## src/rtl/timer_tick_sched_pkg.sv

```systemverilog
// Shared types and control-word bit positions for the four-timer tick scheduler.
package timer_pkg;

  localparam int NUM_TIMERS     = 4;
  localparam int TM_PRESCALE_LO = 0;
  localparam int TM_CASCADE     = 2;
  localparam int TM_IRQ_EN      = 6;
  localparam int TM_START       = 7;

  typedef enum logic [1:0] {
    PRE_1    = 2'd0,
    PRE_64   = 2'd1,
    PRE_256  = 2'd2,
    PRE_1024 = 2'd3
  } prescale_e;

  typedef enum logic {
    IDLE = 1'b0,
    RUN  = 1'b1
  } tmr_state_e;

  // Last prescale count value before a tick (divide - 1).
  function automatic logic [9:0] div_last(prescale_e p);
    case (p)
      PRE_1:    div_last = 10'd0;
      PRE_64:   div_last = 10'd63;
      PRE_256:  div_last = 10'd255;
      default:  div_last = 10'd1023;
    endcase
  endfunction

endpackage

```

## src/rtl/timer_tick_sched_prescaler.sv

```systemverilog
// One timer's start detect, prescale counter, cascade tick and IRQ pulse; all outputs registered.
module timer_prescaler
  import timer_pkg::*;
(
  input  logic       clk_i,
  input  logic       rst_i,
  input  logic [1:0] prescale_i,
  input  logic       start_i,
  input  logic       irq_en_i,
  input  logic       cascade_en_i,
  input  logic       ovf_prev_i,
  input  logic       ovf_i,
  output logic       tick_o,
  output logic       reload_o,
  output logic       irq_o
);

  tmr_state_e state_q;
  logic       start_q;
  logic [9:0] cnt_q;
  logic       tick_q, reload_q, irq_q;
  logic       start_rise;
  logic       pre_hit;

  assign start_rise = start_i & ~start_q;
  // >= rather than == so a prescaler shrunk below the running count still wraps.
  assign pre_hit    = (cnt_q >= div_last(prescale_e'(prescale_i)));

  always_ff @(posedge clk_i or posedge rst_i) begin
    if (rst_i) begin
      state_q  <= IDLE;
      start_q  <= 1'b0;
      cnt_q    <= '0;
      tick_q   <= 1'b0;
      reload_q <= 1'b0;
      irq_q    <= 1'b0;
    end else begin
      start_q  <= start_i;
      irq_q    <= ovf_i & irq_en_i;
      tick_q   <= 1'b0;
      reload_q <= 1'b0;
      case (state_q)
        IDLE: begin
          cnt_q <= '0;
          if (start_rise) begin
            state_q  <= RUN;
            reload_q <= 1'b1;
          end
        end
        RUN: begin
          if (!start_i) begin
            state_q <= IDLE;
            cnt_q   <= '0;
          end else if (cascade_en_i) begin
            cnt_q  <= '0;
            tick_q <= ovf_prev_i;
          end else if (pre_hit) begin
            cnt_q  <= '0;
            tick_q <= 1'b1;
          end else begin
            cnt_q <= cnt_q + 10'd1;
          end
        end
        default: state_q <= IDLE;
      endcase
    end
  end

  assign tick_o   = tick_q;
  assign reload_o = reload_q;
  assign irq_o    = irq_q;

endmodule

```

## src/rtl/timer_tick_sched.sv

```systemverilog
// Four independent timer tick schedulers; timer x cascades from overflow of timer x-1 (x>0).
module timer_tick_sched
  import timer_pkg::*;
(
  input  logic        clock_16,
  input  logic        reset,
  input  logic [15:0] TM0CNT_H,
  input  logic [15:0] TM1CNT_H,
  input  logic [15:0] TM2CNT_H,
  input  logic [15:0] TM3CNT_H,
  input  logic        overflow0,
  input  logic        overflow1,
  input  logic        overflow2,
  input  logic        overflow3,
  output logic        tick0,
  output logic        tick1,
  output logic        tick2,
  output logic        tick3,
  output logic        reload0,
  output logic        reload1,
  output logic        reload2,
  output logic        reload3,
  output logic        genIRQ0,
  output logic        genIRQ1,
  output logic        genIRQ2,
  output logic        genIRQ3
);

  logic [NUM_TIMERS-1:0][15:0] ctrl;
  logic [NUM_TIMERS-1:0]       ovf, ovf_prev, casc_en;
  logic [NUM_TIMERS-1:0]       tick, reload, irq;

  assign ctrl     = {TM3CNT_H, TM2CNT_H, TM1CNT_H, TM0CNT_H};
  assign ovf      = {overflow3, overflow2, overflow1, overflow0};
  assign ovf_prev = {ovf[NUM_TIMERS-2:0], 1'b0};
  // Timer 0 has no predecessor, so its cascade bit is ignored.
  assign casc_en  = {ctrl[3][TM_CASCADE], ctrl[2][TM_CASCADE], ctrl[1][TM_CASCADE], 1'b0};

  for (genvar x = 0; x < NUM_TIMERS; x++) begin : g_tmr
    timer_prescaler u_tmr (
      .clk_i        (clock_16),
      .rst_i        (reset),
      .prescale_i   (ctrl[x][TM_PRESCALE_LO +: 2]),
      .start_i      (ctrl[x][TM_START]),
      .irq_en_i     (ctrl[x][TM_IRQ_EN]),
      .cascade_en_i (casc_en[x]),
      .ovf_prev_i   (ovf_prev[x]),
      .ovf_i        (ovf[x]),
      .tick_o       (tick[x]),
      .reload_o     (reload[x]),
      .irq_o        (irq[x])
    );
  end

  assign {tick3, tick2, tick1, tick0}         = tick;
  assign {reload3, reload2, reload1, reload0} = reload;
  assign {genIRQ3, genIRQ2, genIRQ1, genIRQ0} = irq;

  logic unused_ctrl;
  assign unused_ctrl = ^{ovf[NUM_TIMERS-1], TM0CNT_H[15:8], TM0CNT_H[5:2],
                         TM1CNT_H[15:8], TM1CNT_H[5:3], TM2CNT_H[15:8], TM2CNT_H[5:3],
                         TM3CNT_H[15:8], TM3CNT_H[5:3]};

endmodule

```

## config.mk

```make
export PLATFORM = sky130hd
export DESIGN_NAME = timer_tick_sched
export DESIGN_NICKNAME = d
export VERILOG_FILES = /design/src/rtl/timer_tick_sched_pkg.sv /design/src/rtl/timer_tick_sched_prescaler.sv /design/src/rtl/timer_tick_sched.sv
export SDC_FILE = /design/constraint.sdc
export NUM_CORES = 1
export LEC_CHECK = 0
export CORE_ASPECT_RATIO = 1.25
export CORE_MARGIN = 2
export CORE_UTILIZATION = 49
export DETAILED_ROUTE_END_ITERATION = 8
export DONT_BUFFER_PORTS = 1
export PLACE_DENSITY_LB_ADDON = 0.3
export SKIP_CTS_REPAIR_TIMING = 1
export SLEW_MARGIN = 20
export SYNTH_ARGS = -nofsm -noshare
export SYNTH_HDL_FRONTEND = slang
export SYNTH_SLANG_ARGS = --single-unit
```

## constraint.sdc

```tcl
create_clock -name clock_16 -period 6 [get_ports clock_16]
set_input_delay 0.9 -clock clock_16 [delete_from_list [all_inputs] [get_ports clock_16]]
set_output_delay 0.9 -clock clock_16 [all_outputs]
set_load 0.02 [all_outputs]
```

After elaboration in Yosys (flattened, before gate mapping). Cells that the tools add are included.

$add $sub $neg: 4. Order comparisons: 4. Equality and inequality tests: 8. Muxes and demuxes: 50. Bitwise operators: 16. Reductions and logical operators: 4.

Operators with widths (number): $pmux W10 S3 (4); $mux W10 (11); $pmux W10 S2 (4); $add A10 B1 Y10 const B (4); $ge A10 B10 Y1 (4); $mux W1 (27); $and A1 B1 Y1 (8); $eq A2 B1 Y1 const B (4); $eq A2 B2 Y1 const B (4); $logic_not A2 Y1 (4); $not A1 Y1 (8); $pmux W1 S2 (4).

Register bits: 60. Input bits: 70. Output and inout port bits: 12. Logic and storage cells: 110.

Longest topological paths before layout.
Depth after elaboration: 7. Depth in mapped cells: 7. Depth with buffers taken out: 6.

Modules after synthesis. Synthesis repeated with hierarchy kept, for this count alone.

Cells, all modules: 293. Area total of the unflattened synthesis: 3206.8 um2.

By module, submodules not included: timer_prescaler (instances 4, cells each 73, area an instance 800.8 um2, seq. area each 375.4 um2); timer_tick_sched (instances 1, cells each 1, area an instance 3.8 um2, seq. area each 0.0 um2).

Worst setup path after synthesis. OpenSTA, ideal clock, no wires.

Path kind: input to register. Start point: input TM3CNT_H[1]. End point: register g_tmr[3].u_tmr.cnt_q[1]. Library setup time: 0.082 ns. Data arrival time: 2.514 ns. Data required time: 5.918 ns. Slack: 3.403 ns. Stages: 7. Path buffers: 1. Path through: nor2_1 -> ha_1 -> or4_1 -> o31a_1 -> o2111a_1 -> buf_6 -> nor3b_2.

Cells in the longest elaborated chain, start to end: 7. Elaborated cells between the ends (all ways): 9. Classes of those cells: order compare: 1; eq/ne: 2; mux: 5; reduce/logical: 1.

Ends and longest elaborated chain: from (decl) (RTL line timer_tick_sched.sv:10) `input logic [15:0] TM3CNT_H,`; $eq A2 B2 Y1, or another cell as far along (RTL line timer_tick_sched_pkg.sv:24) `case (p)`; $pmux W10 S3 (*) (RTL line timer_tick_sched_pkg.sv:24); $ge A10 B10 Y1 (*) (RTL line timer_tick_sched_prescaler.sv:27) `assign pre_hit = (cnt_q >= div_last(prescale_e'(prescale_i)));`; $mux W10 (*) (RTL line timer_tick_sched_prescaler.sv:57) `end else if (pre_hit) begin`; $mux W10 (*) (RTL line timer_tick_sched_prescaler.sv:54) `end else if (cascade_en_i) begin`; $mux W10 (*) (RTL line timer_tick_sched_prescaler.sv:51) `if (!start_i) begin`; $pmux W10 S2 (*) (RTL line timer_tick_sched_prescaler.sv:42) `case (state_q)`; to (signal assigned) (RTL line timer_tick_sched_prescaler.sv:61) `cnt_q <= cnt_q + 10'd1;`; to (decl) (RTL line timer_tick_sched_prescaler.sv:20) `logic [9:0] cnt_q;`.

Every way passes the cells marked *; elsewhere a longest branch is shown, timed or not.

Final worst setup path.
Start point: input TM3CNT_H[1]. End point: register g_tmr[3].u_tmr.tick_q.

Cells in the longest elaborated chain, start to end: 7. Elaborated cells between the ends (all ways): 9. Classes of those cells: order compare: 1; eq/ne: 2; mux: 5; reduce/logical: 1.

Ends and longest elaborated chain: $eq A2 B2 Y1, or another cell as far along (RTL line timer_tick_sched_pkg.sv:24); $pmux W10 S3 (*) (RTL line timer_tick_sched_pkg.sv:24); $ge A10 B10 Y1 (*) (RTL line timer_tick_sched_prescaler.sv:27); $mux W1 (*) (RTL line timer_tick_sched_prescaler.sv:57); $mux W1 (*) (RTL line timer_tick_sched_prescaler.sv:54); $mux W1 (*) (RTL line timer_tick_sched_prescaler.sv:51); $mux W1 (*) (RTL line timer_tick_sched_prescaler.sv:42); to (signal assigned) (RTL line timer_tick_sched_prescaler.sv:56) `tick_q <= ovf_prev_i;`; to (decl) (RTL line timer_tick_sched_prescaler.sv:21) `logic tick_q, reload_q, irq_q;`.

Marks and branches as above.

==> results.txt <==
- Critical R2R Capture: g_tmr[3].u_tmr.tick_o$_DFF_PP0_
- Wire length per cell: 13.7 um
- For this run, the detailed router's first-pass iteration total came to 4.
- Actual slew at the worst max-slew pin: 0.746 ns
- Number of enable-type register cells in the synthesized netlist: 0
- Via Count: 2173
* Worst VDD drop: 0.138 mV
- Site row count: 32
* Share of flip-flops with an asynchronous set or reset after synthesis: 1.00
- Net count reported at finish: 385
- In this run the remaining antenna-violating nets after routing total 0.
* Worst reg2reg startpoint: g_tmr[3].u_tmr.cnt_q[1]$_DFF_PP0_
- Half-perimeter wire length after detailed placement: 3760 um
* Initial antenna violation count: 0
* Post-synth net total: 382
- Final Slew Violations: 0
* Count of unresolved DRC violations after routing: 0
* Post-Syn Area: 0.00308 sq mm
- Ports placed on the boundary: 82
* Met1 Routed Length: 2400 um
- Final Critical Period: 2.54 ns
- Leakage power: 1.48 nW
- The design draws 0.819 mW.
* Die X: 74.9 um
- On the critical path, the stage with the largest delay is an instance of or4_1.
- Dividing the final minimum period by the clock period gives 0.423.
- For the final routed database, the setup TNS stands at 0 ns.
- Reg clk slew, reported paths: 0.07 ns
* Clock Latency Late Sink: 0.33 ns
- The worst setup path is of the in -> reg kind.
* Setup repair after global routing missed its margin: no
- In this run the vertical extent of the chip is 92.6 um.
- For the worst setup path, the data arrival time is 2.77 ns.
* Core area: 0.00613 sq mm
* Initial Util: 0.502
* Largest net degree at the start of global routing: 55
- For the final database, setup skew stands at 0.00540 ns.
- The number of cells on the worst reg-to-reg path is 5.
* Dominant cells by area after synthesis: dfrtp_1 49%, xor2_1 7.1%, ha_1 6.5%
- In the synthesized netlist, the number of instances is 296.
- Crit path capture type: register
- Derived from the worst setup path, the maximum achievable clock frequency is 0.394 GHz.
- Yosys top cell by area: dfrtp_1
* Maximum number of buffers from clock root to sink: 2
- Along the worst path, the maximum fanout reaches 11.
- For this design the ratio of total power to cell area is 244 mW/mm^2.
- In this run, synthesis produced a sequential element count of 60.
- Required time worst endpoint: 6.23 ns
- In this run the register-to-register setup slack is 3.67 ns.
- In the layout the commonest cells are 60 x dfrtp_1, 25 x xor2_1, 23 x nor3_1.
- Yosys printed 0 warnings.
- TritonCTS built the clock tree.
- Routability congestion estimate: 0.799
- Dividing the detail-routed via count by the number of cells gives 5.59.
- Post-Route WL: 5330 um
- Hold Fails Final Rpt: 0
* Delay of the slowest cell on the worst path: 0.47 ns
* Number of buffer cells added on primary ports: 0
- The share of synthesized area in the top cell type comes to 0.488.
* Setup Viol. Count Final: 0
- Clock H-tree levels: 3
* Vias in the first global route: 2113
- Portion of the post-synthesis area used by sequential elements: 0.488
* Post-Synthesis Mean Instance Area: 10.4 sq um
- The run finished with clean final reports.
- Buffers inserted during clock tree synthesis total 9.
* Global-route wire length before repair: 9180 um
- Most instantiated flip-flop cell in the synthesis netlist: dfrtp_1
* Residual overflow from global routing: 0
- The routed design uses 2640 um of met2 wire.
* Area enclosed by the die boundary: 0.00693 sq mm
- Compared with the post-synthesis result, the final layout area differs by 9.19%.
- Critical Path, Cell by Cell: nor2_1 -> ha_1 -> or4_1 -> o31a_1 -> o2111a_1 -> o21a_1
* Total inserted antenna cells: 0
- Post-Route Hold Slack: 0.328 ns
* Headroom to the max-slew limit: 0.502
- The tightest min-delay check is of the in -> async type.
* Most frequent standard cell in the layout excluding fill and tap cells: dfrtp_1
- Clock sink count: 60
* Total global-route track usage: 0.173
- Max-cap violations in this run came to 0.
- The detailed router finished its first iteration with 40 violations.
* Layout cells sized above 1: 0.102
- In the detailed route, the total length drawn on met3 is 195 um.
- Startpoint class of the critical path: input port
- The detailed router used layers up to and including met4.
- Number of distinct library cells after synthesis: 46
- CTS Root Cell: clkbuf_8
metrics by stage:
stage	instances	utilization	setup slack, ns	area, sq um
6_report	389	0.548	3.46	3360
5_1_grt	389	0.548	3.37	3360
4_1_cts	389	0.548	3.48	3360
3_5_place_dp	373	0.516	3.11	3160
3_3_place_gp	373	0.515	3.01	3150
2_1_floorplan	296	-	3.40	3080
layout make-up:
type	count	area, sq um
fill	550	2770
sequential	60	1500
multi-input combinational	216	1500
clock buffer	10	138
tap	85	106
clock inverter	6	63.8
inverter	10	37.5
timing repair buffer	2	15.0
state kept, by name (all words and copies together), names as in the netlist:
signal / cells
g_tmr.u_tmr.cnt_q: 40
g_tmr.u_tmr.state_q: 4
g_tmr.u_tmr.irq_o: 4
g_tmr.u_tmr.tick_o: 4
g_tmr.u_tmr.reload_o: 4
g_tmr.u_tmr.start_q: 4
critical path: cells and delay by family:
family | cells | cell delay [ns]
AO/OA/AOI/OAI | 3 | 0.99
AND/OR/NAND/NOR | 2 | 0.61
adder cells (fa/ha/maj) | 1 | 0.26
cell usage after synthesis, types with 3 or more instances:
master	instances
ha_1	16
nor3_1	23
a21boi_0	4
nor3b_1	7
nor4_1	3
dfrtp_1	60
inv_1	10
nor3_2	9
nor2_1	21
clkbuf_1	8
xnor2_1	7
xor2_1	25
o21ai_0	3
nand3_1	15
nand4_1	12
and4_1	4
and2_1	5
a21oi_1	9
nand2_1	17
o21a_1	3
and3_1	6
layer usage:
| layer | up-vias | global-route usage |
|---|---|---|
| met5 | - | 0 |
| met4 | 0 | 0.0759 |
| met3 | 5 | 0.0501 |
| met2 | 29 | 0.280 |
| met1 | 1069 | 0.210 |
| li1 | 1070 | - |
cell families (layout without fill, tap and decap cells):
logic type / after synthesis / count (layout) / synth area share
compound gates: 39 / 39 / 0.0931
xor+xnor: 32 / 32 / 0.0911
fa+ha+maj: 16 / 16 / 0.0651
buf+inv: 20 / 28 / 0.0272
flops: 60 / 60 / 0.488
simple gates: 129 / 129 / 0.235
worst max-delay path by stage:
stage           startpoint  depth (start not counted)  slack (ns)                           endpoint
2_1_floorplan  TM3CNT_H[1]                          7        3.40  g_tmr[3].u_tmr.cnt_q[1]$_DFF_PP0_
3_3_place_gp   TM0CNT_H[0]                          6        3.01  g_tmr[0].u_tmr.cnt_q[3]$_DFF_PP0_
3_5_place_dp   TM3CNT_H[1]                          6        3.11    g_tmr[3].u_tmr.tick_o$_DFF_PP0_
4_1_cts        TM3CNT_H[1]                          6        3.48    g_tmr[3].u_tmr.tick_o$_DFF_PP0_
5_1_grt        TM3CNT_H[1]                          6        3.37    g_tmr[3].u_tmr.tick_o$_DFF_PP0_
6_report       TM3CNT_H[1]                          6        3.46    g_tmr[3].u_tmr.tick_o$_DFF_PP0_
report_power, final:
part           internal [mW]  leakage, nW  switching [mW]
registers              0.412        0.814          0.0106
clock network          0.202       0.0983           0.159
logic                 0.0128        0.565          0.0222
total                  0.627         1.48           0.192
Power figures use the tool's default switching activity.
